## src/rtl/matvec_stream_engine.sv

```systemverilog
// Streaming matrix-vector engine: loads A (row beats) and B over valid/ready,
// runs a weight-stationary MAC chain, and drains C one element per beat.
module matvec_stream_engine #(
  parameter int unsigned ROWS   = 8,
  parameter int unsigned COLS   = 8,
  parameter int unsigned DW     = 8,
  parameter int unsigned SIGNED = 0,
  parameter int unsigned ACCW   = 2*DW + $clog2(COLS)
) (
  input  logic                                  clk,
  input  logic                                  rst_n,
  input  logic                                  start,
  input  logic                                  accum,
  input  logic                                  abort,
  input  logic                                  in_valid,
  output logic                                  in_ready,
  input  logic [COLS*DW-1:0]                    in_data,
  output logic                                  res_valid,
  input  logic                                  res_ready,
  output logic [ACCW-1:0]                       res_data,
  output logic [(ROWS>1 ? $clog2(ROWS) : 1)-1:0] res_idx,
  output logic                                  res_last,
  output logic                                  busy,
  output logic                                  done,
  output logic [1:0]                            state_o
);

  localparam int unsigned IW = (ROWS > 1) ? $clog2(ROWS) : 1;
  localparam int unsigned JW = (COLS > 1) ? $clog2(COLS) : 1;
  localparam int unsigned LW = $clog2(ROWS + 1);
  localparam int unsigned KW = $clog2(ROWS + COLS);

  typedef enum logic [1:0] {IDLE = 2'd0, LOAD = 2'd1, COMPUTE = 2'd2, DRAIN = 2'd3} state_t;

  state_t                              state;
  logic [ROWS-1:0][COLS-1:0][DW-1:0]   a_buf;
  logic [COLS-1:0][DW-1:0]             b_buf;
  logic [ROWS-1:0][DW-1:0]             pipe_b;
  logic [ROWS-1:0][JW-1:0]             pipe_j;
  logic [ROWS-1:0]                     pipe_en;
  logic [ROWS-1:0][ACCW-1:0]           acc;
  logic [ROWS-1:0][ACCW-1:0]           acc_nxt;
  logic [LW-1:0]                       load_cnt;
  logic [KW-1:0]                       k_cnt;

  assign state_o = state;

  // Full-precision product, sign- or zero-extended to the accumulator width
  function automatic logic [ACCW-1:0] mac_term(input logic [DW-1:0] a, input logic [DW-1:0] b);
    logic [2*DW-1:0] p;
    if (SIGNED != 0) begin
      p = (2*DW)'($signed(a)) * (2*DW)'($signed(b));
      return ACCW'($signed(p));
    end
    p = (2*DW)'(a) * (2*DW)'(b);
    return ACCW'(p);
  endfunction

  // MAC i sees B[j] and its enable i cycles after MAC 0 did
  always_comb begin
    acc_nxt = acc;
    for (int i = 0; i < ROWS; i++) begin
      if (state == COMPUTE && pipe_en[i])
        acc_nxt[i] = acc[i] + mac_term(a_buf[i][pipe_j[i]], pipe_b[i]);
    end
  end

  always_ff @(posedge clk or negedge rst_n) begin
    if (!rst_n) begin
      state     <= IDLE;
      in_ready  <= 1'b0;
      res_valid <= 1'b0;
      res_data  <= '0;
      res_idx   <= '0;
      res_last  <= 1'b0;
      busy      <= 1'b0;
      done      <= 1'b0;
      a_buf     <= '0;
      b_buf     <= '0;
      pipe_b    <= '0;
      pipe_j    <= '0;
      pipe_en   <= '0;
      acc       <= '0;
      load_cnt  <= '0;
      k_cnt     <= '0;
    end else begin
      done <= 1'b0;
      if (state != IDLE && abort) begin
        state     <= IDLE;
        in_ready  <= 1'b0;
        res_valid <= 1'b0;
        res_last  <= 1'b0;
        busy      <= 1'b0;
      end else begin
        case (state)
          IDLE: begin
            if (start && !abort) begin
              state    <= LOAD;
              in_ready <= 1'b1;
              busy     <= 1'b1;
              load_cnt <= '0;
              if (!accum) acc <= '0;
            end
          end
          LOAD: begin
            if (in_valid) begin
              if (load_cnt == LW'(ROWS)) begin
                // B beat: prime stage 0 with column 0 and start computing
                b_buf     <= in_data;
                pipe_b[0] <= in_data[DW-1:0];
                pipe_j[0] <= '0;
                pipe_en   <= ROWS'(1);
                k_cnt     <= '0;
                in_ready  <= 1'b0;
                state     <= COMPUTE;
              end else begin
                a_buf[IW'(load_cnt)] <= in_data;
                load_cnt             <= load_cnt + LW'(1);
              end
            end
          end
          COMPUTE: begin
            acc <= acc_nxt;
            for (int i = 1; i < ROWS; i++) begin
              pipe_b[i]  <= pipe_b[i-1];
              pipe_j[i]  <= pipe_j[i-1];
              pipe_en[i] <= pipe_en[i-1];
            end
            if (pipe_en[0] && pipe_j[0] != JW'(COLS - 1)) begin
              pipe_en[0] <= 1'b1;
              pipe_j[0]  <= pipe_j[0] + JW'(1);
              pipe_b[0]  <= b_buf[pipe_j[0] + JW'(1)];
            end else begin
              pipe_en[0] <= 1'b0;
            end
            k_cnt <= k_cnt + KW'(1);
            if (k_cnt == KW'(ROWS + COLS - 2)) begin
              state     <= DRAIN;
              res_valid <= 1'b1;
              res_idx   <= '0;
              res_data  <= acc_nxt[0];
              res_last  <= (ROWS == 1);
            end
          end
          DRAIN: begin
            if (res_ready) begin
              if (res_last) begin
                state     <= IDLE;
                res_valid <= 1'b0;
                res_last  <= 1'b0;
                busy      <= 1'b0;
                done      <= 1'b1;
              end else begin
                res_idx  <= res_idx + IW'(1);
                res_data <= acc[res_idx + IW'(1)];
                res_last <= ((res_idx + IW'(1)) == IW'(ROWS - 1));
              end
            end
          end
          default: state <= IDLE;
        endcase
      end
    end
  end

endmodule
```

## config.mk

```make
export PLATFORM = sky130hd
export DESIGN_NAME = matvec_stream_engine
export DESIGN_NICKNAME = d
export VERILOG_FILES = /design/src/rtl/matvec_stream_engine.sv
export SDC_FILE = /design/constraint.sdc
export NUM_CORES = 2
export LEC_CHECK = 0
export CORE_MARGIN = 1
export CORE_UTILIZATION = 37
export CTS_CLUSTER_SIZE = 20
export DETAILED_ROUTE_END_ITERATION = 12
export PLACE_DENSITY_LB_ADDON = 0.3
export SETUP_SLACK_MARGIN = 0.05
export SLEW_MARGIN = 20
export SYNTH_ARGS = -nofsm -noshare
export SYNTH_HDL_FRONTEND = slang
export SYNTH_SLANG_ARGS = --single-unit
```

## constraint.sdc

```tcl
create_clock -name clk -period 7 [get_ports clk]
set_clock_uncertainty 0.1 [all_clocks]
set_input_delay 0.7 -clock clk [delete_from_list [all_inputs] [get_ports clk]]
set_output_delay 0.7 -clock clk [all_outputs]
set_load 0.02 [all_outputs]
```

==> impl_metrics.tcl <==
set metrics [dict create \
    synth_edf_count 0 \
    wl_per_cell_um 23.1 \
    synthAdderAreaFrac_pct 20.7 \
    layout.cells.most_common "dfrtp_1" \
    hp-class "reg -> reg" \
    grt.total_usage_pct 21.3 \
    first_pass_iters 5 \
    core_area_um2 159000 \
    die_w_um 402 \
    crit_slowest_cell "fa_1" \
    ir_drop_uv 539 \
    seq_area_frac_synth_pct 36.4 \
    syn_nets 5988 \
    syn2layout_area_growth_pct 11.5 \
    crit_chain "buf_4 > mux4_2 > mux2_2 > and2_1 > fa_1 > fa_1 > fa_1 > inv_1 > fa_1 > inv_1 > ha_1 > a2111oi_0 > o21ai_0 > a41oi_1 > o21ai_1 > a21oi_1 > mux2i_1 > nand2_1" \
    status "finished, final reports clean" \
    clockRootBuffer "clkbuf_16" \
    antenna_found_initial 22 \
    crit_top_cell "fa_1" \
    finalCritPeriodShare_pct 92.1 \
    drc 0 \
    layout_common_cells "dfrtp_1 (859), inv_1 (840), mux2_2 (682)" \
    io_buffers 99 \
    num_rows 146 \
    cts_tree "built" \
    ant_nets 0 \
    wirelength_um 170000 \
    cp.required_ns 7.52 \
    total_power_mw 24.2 \
    synth.distinct_cells 75 \
    syn_avg_cell_area_um2 11.4 \
    grt_pass1_vias 39900 \
    tightestPinTransition_ns 1.09 \
    synthSimpleGateAreaFrac_pct 7.95 \
    htree_levels 3 \
    die_area_um2 162000 \
    start_kind "flop" \
    viasPerCell 5.27 \
    cts-buffers-inserted 96 \
    fillers 14900 \
    cts_resized 0 \
    rsz0062_at_grt "no" \
    synth-seq-cells 861 \
    synth-compound-area-share_pct 5.71 \
    powerDensity_nw_per_um2 367 \
    relSlewSlack_pct 27.2 \
    end_kind "flop" \
    die_h_um 402 \
    async_flop_share_pct 100 \
    worstPathArrival_ns 6.97 \
    synth-xor-area-share_pct 1.43 \
    final_nets 6033 \
    max_freq_mhz 155 \
    critPathBufInv 3 \
    cpPeakStageDelay_ns 0.56 \
    maxCapViolCount 0 \
    synth_top_family_by_area "multiplexers" \
    cpLargestDelayFamily "adder cells" \
    synthMuxAreaShare_pct 20.9 \
    syn_inst 5177 \
    syn_area_um2 59300 \
    io_pins 100 \
    grt_max_degree 167 \
    finalCriticalPeriod_ns 6.45 \
    setup_viol 0 \
    slew_violations 0 \
    p_leak_nw 31.9 \
    drt_iter0_markers 2729 \
    place_congestion 0.886 \
    crit_path_max_fanout 13 \
    grt-ovfl-total 0 \
    route.vias.total 38900 \
    clock-sinks 861 \
    ys_warn_count 0 \
    crit_type "reg -> reg" \
    drive_above_1_share_pct 21.4 \
    ys.flop_type "dfrtp_1" \
    setup-tns-final_ns 0 \
    cts_buffer_depth 3 \
    grt_pass1_wl_um 259000 \
    finalHoldViolCount 0 \
    hpwl_um 125000 \
    initial_utilization_pct 37.3 \
    clkTransAtPathRegs_ns 0.06 \
    clock_latency_ns 0.74 \
]
==> cells in the mapped netlist, drive strengths merged (3+ instances only) <==
master / instances / share of area [%]
nor2b: 114 / 1.2
a2111oi: 10 / 0.22
ha: 340 / 7.2
mux2i: 39 / 0.66
nor2: 99 / 0.64
a32o: 8 / 0.14
nand3b: 3 / 0.038
inv: 842 / 5.3
a22o: 49 / 0.72
xnor2: 48 / 0.71
buf: 149 / 1.2
a22oi: 6 / 0.076
and3: 14 / 0.15
a221oi: 3 / 0.084
o22ai: 11 / 0.12
fa: 400 / 14
o31ai: 17 / 0.22
nor3: 18 / 0.17
o21a: 16 / 0.20
o221ai: 6 / 0.089
clkbuf: 78 / 0.49
mux4: 182 / 6.9
nand4: 6 / 0.063
nor3b: 6 / 0.076
mux2: 699 / 13
a211oi: 11 / 0.15
dfrtp: 861 / 36
o2bb2ai: 3 / 0.044
nand2: 427 / 2.7
o21ai: 192 / 1.6
o21bai: 12 / 0.16
a31oi: 14 / 0.15
nand3: 32 / 0.29
nand2b: 58 / 0.61
a21o: 38 / 0.48
o211ai: 7 / 0.089
xor2: 49 / 0.72
and2: 178 / 1.9
a21oi: 104 / 0.88
or2: 5 / 0.053
==> worst reg2reg max path: stages (launching register included) <==
cell,delay (ns)
dfrtp_1,0.54
buf_4,0.35
mux4_2,0.53
mux2_2,0.38
and2_1,0.21
fa_1,0.56
fa_1,0.44
fa_1,0.50
inv_1,0.05
fa_1,0.48
inv_1,0.04
ha_1,0.33
a2111oi_0,0.47
o21ai_0,0.21
a41oi_1,0.35
o21ai_1,0.21
a21oi_1,0.28
mux2i_1,0.25
nand2_1,0.07
==> final timing paths <==
| check | start | to | slack (ns) | cells after the start |
|---|---|---|---|---|
| worst max register to register | pipe_j[12] | acc[92] | 0.55 | 18 |
| max in group asynchronous | rst_n | acc[89] | 4.74 | 3 |
| min in group asynchronous | rst_n | a_buf[376] | 0.53 | 2 |
| worst min register to register | res_data[14] | res_data[14] | 0.37 | 2 |
| worst max-delay path | pipe_j[12] | acc[92] | 0.55 | 18 |
| worst min-delay path | res_data[14] | res_data[14] | 0.37 | 2 |
==> metrics by stage <==
step / cell area, um2 / std cells / hold WS (ns) / worst slack [ns] / utilization [%]
after CTS: 66100 / 7378 / 0.380 / 0.600 / 41.6
final: 66100 / 7383 / 0.369 / 0.553 / 41.6
after detailed placement: 62600 / 7195 / 0.367 / 0.645 / 39.4
after floorplan: 59300 / 5177 / 0.304 / 1.19 / -
after global routing: 66100 / 7378 / 0.401 / 0.140 / 41.6
after global placement: 62600 / 7195 / 0.358 / 0.789 / 39.4
==> layer usage <==
layer | vias to the layer above | GRT usage, % | routed length (um)
met2 | 1043 | 32.6 | 75800
met5 | - | 0 | 57
li1 | 17300 | - | -
met3 | 228 | 3.82 | 10200
met4 | 8 | 5.62 | 4730
met1 | 20300 | 31.1 | 79400
==> report_power, final <==
part,internal (mW),switching (mW)
clock,3.28,2.27
sequential,6.19,1.37
combinational,4.90,6.21
total,14.4,9.84
==> registers in the layout, summed over array words and instances (netlist names), 2 cells and up <==
register / cells
k_cnt: 4
load_cnt: 4
pipe_en: 8
pipe_j: 24
res_data: 19
pipe_b: 64
state_o: 2
res_idx: 3
acc: 152
b_buf: 64
a_buf: 512
==> logic make-up (layout without fill, tap and decap cells) <==
kind of cell | count (synthesis) | count (layout)
xor+xnor | 97 | 97
simple gates | 966 | 966
fa+ha+maj | 740 | 740
flops | 861 | 861
buf+inv | 1069 | 1198
mux | 920 | 920
compound gates | 524 | 524
other cells | 0 | 5
==> area by class of cell <==
type / instances / area (um2) / area share [%]
Tap cell: 2072 / 2590 / 3.92
Antenna cell: 5 / 12.5 / 0.0189
Sequential cell: 861 / 21500 / 32.6
Timing Repair Buffer: 174 / 1640 / 2.48
Clock inverter: 42 / 688 / 1.04
Inverter: 842 / 3160 / 4.78
Clock buffer: 140 / 2800 / 4.23
Multi-Input combinational cell: 3247 / 33600 / 50.9
==> timing repair <==
action,in CTS,in global routing
hold buffers,1,0
endpoints found under the hold margin,60,0
setup buffers,0,0
No activity file was read; power rests on OpenSTA's default activity.
